===== src/rtl/console_pkg.sv =====
// Shared definitions for the text console controller.
//   - Default geometry (COLS_DEF, ROWS_DEF, ADDR_W_DEF).
//   - ASCII control codes and the printable range.
//   - FSM state type and the cursor command type.
package console_pkg;

  localparam int COLS_DEF   = 80;
  localparam int ROWS_DEF   = 25;
  localparam int ADDR_W_DEF = 11;

  localparam logic [7:0] ASCII_BS    = 8'h08;
  localparam logic [7:0] ASCII_LF    = 8'h0A;
  localparam logic [7:0] ASCII_FF    = 8'h0C;
  localparam logic [7:0] ASCII_CR    = 8'h0D;
  localparam logic [7:0] ASCII_SPACE = 8'h20;
  localparam logic [7:0] PRINT_LO    = 8'h20;
  localparam logic [7:0] PRINT_HI    = 8'h7E;

  typedef enum logic {
    IDLE  = 1'b0,
    CLEAR = 1'b1
  } state_t;

  typedef enum logic [2:0] {
    CUR_HOLD,
    CUR_INC,
    CUR_DEC,
    CUR_NEWLINE,
    CUR_CR,
    CUR_ZERO
  } cursor_cmd_t;

  function automatic logic is_printable(input logic [7:0] c);
    return (c >= PRINT_LO) && (c <= PRINT_HI);
  endfunction

endpackage


===== src/rtl/console_cursor.sv =====
// Cursor tracker for the text console.
//   Keeps row, column and the linear address (row*COLS+col) as parallel
//   counters so no multiplier is needed. Applies all wrap rules.
// Ports:
//   CLK    in   clock
//   RST_N  in   synchronous active-low reset (cursor to 0)
//   cmd    in   cursor command (hold/inc/dec/newline/cr/zero)
//   pos    out  linear cursor address
module console_cursor
  import console_pkg::*;
#(
  parameter int COLS   = COLS_DEF,
  parameter int ROWS   = ROWS_DEF,
  parameter int ADDR_W = ADDR_W_DEF
) (
  input  logic              CLK,
  input  logic              RST_N,
  input  cursor_cmd_t       cmd,
  output logic [ADDR_W-1:0] pos
);

  localparam int COL_W = (COLS > 1) ? $clog2(COLS) : 1;
  localparam int ROW_W = (ROWS > 1) ? $clog2(ROWS) : 1;
  localparam logic [COL_W-1:0] LAST_COL = COL_W'(COLS - 1);
  localparam logic [ROW_W-1:0] LAST_ROW = ROW_W'(ROWS - 1);

  logic [COL_W-1:0] col;
  logic [ROW_W-1:0] row;

  always_ff @(posedge CLK) begin
    if (!RST_N) begin
      col <= '0;
      row <= '0;
      pos <= '0;
    end else begin
      case (cmd)
        CUR_INC: begin
          if (col == LAST_COL) begin
            col <= '0;
            if (row == LAST_ROW) begin
              row <= '0;
              pos <= '0;
            end else begin
              row <= row + ROW_W'(1);
              pos <= pos + ADDR_W'(1);
            end
          end else begin
            col <= col + COL_W'(1);
            pos <= pos + ADDR_W'(1);
          end
        end
        CUR_DEC: begin
          if (pos != '0) begin
            pos <= pos - ADDR_W'(1);
            if (col == '0) begin
              col <= LAST_COL;
              row <= row - ROW_W'(1);
            end else begin
              col <= col - COL_W'(1);
            end
          end
        end
        CUR_NEWLINE: begin
          col <= '0;
          if (row == LAST_ROW) begin
            row <= '0;
            pos <= '0;
          end else begin
            row <= row + ROW_W'(1);
            // Start of next row = start of this row + COLS.
            pos <= pos - ADDR_W'(col) + ADDR_W'(COLS);
          end
        end
        CUR_CR: begin
          col <= '0;
          pos <= pos - ADDR_W'(col);
        end
        CUR_ZERO: begin
          col <= '0;
          row <= '0;
          pos <= '0;
        end
        default: ;
      endcase
    end
  end

endmodule


===== src/rtl/text_console_ctrl.sv =====
// Text console write sequencer for a COLS x ROWS character RAM.
//   Accepts bytes over valid/ready, interprets BS/LF/FF/CR, writes printable
//   characters at the cursor, and blank-fills the screen after reset or on
//   clear request.
// Ports:
//   CLK, RST_N            clock, synchronous active-low reset
//   in_char/in_valid      byte from CPU side
//   in_ready              byte accepted when in_valid & in_ready
//   clear_req             full-screen clear request (sampled in IDLE)
//   busy                  high while clearing
//   cursor_pos            linear cursor address
//   write_character_pos   RAM write address (registered)
//   write_character       RAM write data (registered)
//   write_strobe          RAM write enable, one cycle per write
module text_console_ctrl
  import console_pkg::*;
#(
  parameter int         COLS       = COLS_DEF,
  parameter int         ROWS       = ROWS_DEF,
  parameter int         ADDR_W     = ADDR_W_DEF,
  parameter logic [7:0] CLEAR_CHAR = ASCII_SPACE
) (
  input  logic              CLK,
  input  logic              RST_N,
  input  logic [7:0]        in_char,
  input  logic              in_valid,
  output logic              in_ready,
  input  logic              clear_req,
  output logic              busy,
  output logic [ADDR_W-1:0] cursor_pos,
  output logic [ADDR_W-1:0] write_character_pos,
  output logic [7:0]        write_character,
  output logic              write_strobe
);

  localparam logic [ADDR_W-1:0] LAST_CELL = ADDR_W'(COLS * ROWS - 1);

  state_t            state;
  logic [ADDR_W-1:0] clr_addr;
  cursor_cmd_t       cursor_cmd;
  logic              accept;

  assign in_ready = (state == IDLE) && !clear_req;
  assign busy     = (state != IDLE);
  assign accept   = in_valid && in_ready;

  // Cursor is held at zero for the whole clear so it lands on 0 at exit.
  always_comb begin
    cursor_cmd = CUR_HOLD;
    if (state == CLEAR || clear_req) begin
      cursor_cmd = CUR_ZERO;
    end else if (accept) begin
      if (is_printable(in_char))      cursor_cmd = CUR_INC;
      else if (in_char == ASCII_LF)   cursor_cmd = CUR_NEWLINE;
      else if (in_char == ASCII_CR)   cursor_cmd = CUR_CR;
      else if (in_char == ASCII_BS)   cursor_cmd = CUR_DEC;
      else if (in_char == ASCII_FF)   cursor_cmd = CUR_ZERO;
    end
  end

  console_cursor #(
    .COLS   (COLS),
    .ROWS   (ROWS),
    .ADDR_W (ADDR_W)
  ) u_cursor (
    .CLK   (CLK),
    .RST_N (RST_N),
    .cmd   (cursor_cmd),
    .pos   (cursor_pos)
  );

  always_ff @(posedge CLK) begin
    if (!RST_N) begin
      state               <= CLEAR;
      clr_addr            <= '0;
      write_strobe        <= 1'b0;
      write_character_pos <= '0;
      write_character     <= '0;
    end else begin
      write_strobe <= 1'b0;
      case (state)
        CLEAR: begin
          write_strobe        <= 1'b1;
          write_character_pos <= clr_addr;
          write_character     <= CLEAR_CHAR;
          if (clr_addr == LAST_CELL) begin
            state    <= IDLE;
            clr_addr <= '0;
          end else begin
            clr_addr <= clr_addr + ADDR_W'(1);
          end
        end
        default: begin
          if (clear_req || (accept && in_char == ASCII_FF)) begin
            state    <= CLEAR;
            clr_addr <= '0;
          end else if (accept) begin
            if (is_printable(in_char)) begin
              write_strobe        <= 1'b1;
              write_character_pos <= cursor_pos;
              write_character     <= in_char;
            end else if (in_char == ASCII_BS && cursor_pos != '0) begin
              // Blank the cell the cursor moves back onto.
              write_strobe        <= 1'b1;
              write_character_pos <= cursor_pos - ADDR_W'(1);
              write_character     <= CLEAR_CHAR;
            end
          end
        end
      endcase
    end
  end

endmodule


===== config.mk =====
export PLATFORM = sky130hd
export DESIGN_NAME = text_console_ctrl
export DESIGN_NICKNAME = d
export VERILOG_FILES = /design/src/rtl/console_pkg.sv /design/src/rtl/console_cursor.sv /design/src/rtl/text_console_ctrl.sv
export SDC_FILE = /design/constraint.sdc
export NUM_CORES = 1
export LEC_CHECK = 0
export ABC_AREA = 0
export CORE_ASPECT_RATIO = 1.2
export CORE_MARGIN = 4
export CORE_UTILIZATION = 37
export CTS_CLUSTER_DIAMETER = 40
export DETAILED_ROUTE_END_ITERATION = 10
export PLACE_DENSITY = 0.6
export SYNTH_ARGS = -nofsm -noshare
export SYNTH_HDL_FRONTEND = slang
export SYNTH_HIERARCHICAL = 1
export SYNTH_SLANG_ARGS = --single-unit

===== constraint.sdc =====
create_clock -name CLK -period 10.9 [get_ports CLK]
set_input_delay 1.09 -clock CLK [delete_from_list [all_inputs] [get_ports CLK]]
set_output_delay 1.09 -clock CLK [all_outputs]
set_load 0.005 [all_outputs]

==> results.md <==
* Run status: complete, no violations
* Row count at 44
* Clock tree buffer depth at 2
* Gate power share at 5.9%
* Power share of the clock group at 42.9%
* Hold Buf Count CTS at 0
* Min Clock Period, post-route at 4.987 ns
* Cts bufs inserted at 5
* Post-synth top cells: dfxtp_1 (55), nor2_1 (54), a21oi_1 (49)
* P&R area growth vs syn at 13.70%
* Iter 0 DRT Violations at 387
* Top_reg_cell synth: dfxtp_1
* Area occupied by multi-input gates at 3246 um2
* Worst Tran Pin Value at 1.086 ns
* DRT Pass-1 Iters at 5
* Design Area, Final at 5255 um2
* Fill count at 1240
* Crit path max fanout at 23
* DRC Markers at 0
* Die X at 110.0 um
* CTS tree: yes
* Initial Util at 37.99%
* Worst path slowest cell: nor4b_2
* MaxCap Viol Count at 0
* Internal Power at 299.0 uW
* Fraction of layout cells with a size suffix above 1 at 6.891%
* Root buffer cell: clkbuf_16
* WP data required at 11.12 ns
* Largest cells by area after synthesis: dfxtp_1 (24%), a21oi_1 (5.3%), ha_1 (4.9%)
* Setup TNS at 0 ns
* Register area at 1101 um2
* P per Cell Area at 75.81 nW/um2
* Hold EP: write_character[6]
* Fin Clk Skew at 0.007339 ns
* Gpl congestion at 0.8747
* Min-Delay Path Class: register to register
* Final Max Tran Viols at 0
* WHS at 0.4748 ns
* Tot Pwr at 398.4 uW
* Total die area at 14350 um2
* Crit path launch type: input pin
* Leading area contributor after synthesis: dfxtp_1
* Grt ovf at 0
* Initial antenna violation count at 0
* Clock Latency Late Sink at 0.30 ns
* CTS resizes at 0
* GRT Overall Usage at 19.29%
* Layout Nets at 654
* Vias at 4825
* Leakage at 0.001675 uW
* Switching Share at 24.94%
* Endpoints failing hold at 0
* Final core utilization at 43.19%
* Vias in the first global route at 4419
* Met2 wire len at 6.588 mm
* Vias per cell at 6.146
* HP Start: write_character[6]
* Placed cell areas at 5105 um2
* Post-synthesis area per instance at 7.602 um2
* Final-report setup violation count at 0
* Critical path type: input pin to register
* Net count after synthesis at 639
* Top Metal Used: met4
* # diodes at 0
* Worst reg2reg startpoint: u_cursor/pos[0]
* Worst slew margin at 27.18%
* Syn Inst Count at 608
* Largest net degree at the start of global routing at 27
* Asr flop ratio synth at 0%
* Antenna-violating nets left at 0
* Switching Power at 99.35 uW
* Slowest cell delay on critical path at 0.71 ns
* Synth cell types at 88
* Most common cell in the netlist: dfxtp_1
* Unrepaired setup endpoints after global routing: false
* EDFF count, synth at 0
* Post-CTS Setup Bufs at 0
* WL final at 13.84 mm
* Sequential Power Share at 51.3%
* Ports at 45
* CP top delay family: simple AND/OR/NAND/NOR gates
* Synthesized flop and latch total at 55
* Fmax at 0.2005 GHz
* CP endpoint kind: register
* Wire per inst at 17.62 um
* Core area at 12170 um2
* Routed wl met3 at 764 um
* Sequential area share after synthesis at 23.82%
* Synthesis warning total at 6
* Period utilization at 45.75%
* Synth top area share at 23.82%
* Die Height at 130.4 um
* Clock slew at reported path FFs at 0.08 ns
* Cell area after synthesis at 4622 um2
* Crit path cell chain: clkdlybuf4s50_1 > or4b_1 > or2_4 > nor4b_2 > inv_2 > a31oi_1 > o31a_1 > o21ai_1 > or2_0 > o32a_1 > o211ai_1
* R2r worst-path depth at 15
* Clock Sinks at 55
* CP Buf/Inv Count at 2
* Port bufs at 44
* First-pass GRT wire length at 22.20 mm
* Worst EP arrival at 5.21 ns
* H-tree depth at 2
* Capturing point of the worst reg2reg path: u_cursor/pos[10]
* Detailed Place HPWL at 9.888 mm
* Worst VDD drop at 57.81 uV
* Reg-to-reg slack, setup at 6.73 ns
* Hold Path Depth at 2
* Met1 WL at 6.160 mm
-- worst max path at each step --
stage,from,to,cells past startpoint
after floorplan,in_char[7],u_cursor/pos[10],11
after global placement,in_char[4],u_cursor/pos[9],11
after detailed placement,in_char[4],u_cursor/pos[9],11
after CTS,in_char[4],u_cursor/pos[9],11
after global routing,in_char[4],u_cursor/pos[9],11
final,in_char[4],u_cursor/pos[9],11
-- placed cells by master, fill, tap and decap left out, drive strengths merged, types with 6 or more instances in the layout --
cell	count
clkdlybuf4s50	44
a31oi	12
a22oi	8
inv	22
nor2	55
nand4	13
a221oi	9
and3	9
dfxtp	55
o21ai	56
a211oi	8
o31a	7
o22ai	6
or2	7
nor3	20
nand3	14
nand2	47
nand2b	7
mux2i	8
o211ai	16
xnor2	11
o32ai	7
ha	18
a21oi	49
or3	11
nor4	7
o21a	9
-- worst min-delay path, stage by stage (launching register included) --
cell and delay (ns):
dfxtp_1 0.31, o21ai_0 0.06, a21oi_1 0.06
-- through the flow --
stage	cells	worst slack [ns]
finish	785	5.913
global route	785	5.557
floorplan	608	7.142
detailed placement	777	5.624
CTS	785	5.921
global placement	777	5.795
-- per-layer routing --
| layer | GRT usage, % | up-vias |
|---|---|---|
| met1 | 24.99 | 2272 |
| met5 | 0 | - |
| met4 | 7.043 | 0 |
| li1 | - | 2355 |
| met3 | 2.310 | 22 |
| met2 | 32.75 | 176 |
-- power by group through the flow --
| stage | logic, uW | clock network (uW) | registers [uW] |
|---|---|---|---|
| after global routing | 25.7 | 181 | 205 |
| after global placement | 23.1 | 0 | 209 |
| after floorplan | 11.7 | 0 | 209 |
| after CTS | 23.6 | 176 | 204 |
| final | 23.5 | 171 | 204 |
| after detailed placement | 23.5 | 0 | 209 |
-- cell families (layout without fill, tap and decap cells) --
kind of cell    count (synthesis)  in the layout  share of synthesized area, %
compound gates                226            226                         34.03
xor+xnor                       15             15                         3.005
fa+ha+maj                      19             19                         5.306
buf+inv                        63             79                         6.091
flops                          55             55                         23.82
mux                             8              8                         1.733
simple gates                  222            222                         26.02
-- flip-flops by register name, indices dropped and copies added, names as in the netlist --
register / flops
write_character_pos: 11
busy: 1
clr_addr: 11
u_cursor/col: 7
write_character: 8
u_cursor/row: 5
u_cursor/pos: 11
write_strobe: 1
-- layout make-up --
type,count,share of cell area [%]
Clock buffer,5,2.381
Clock inverter,3,0.4762
Inverter,23,1.643
Multi-Input combinational cell,490,61.76
Sequential cell,55,20.95
Tap cell,161,3.833
Timing Repair Buffer,48,8.952
No activity file was read; power rests on OpenSTA's default activity.
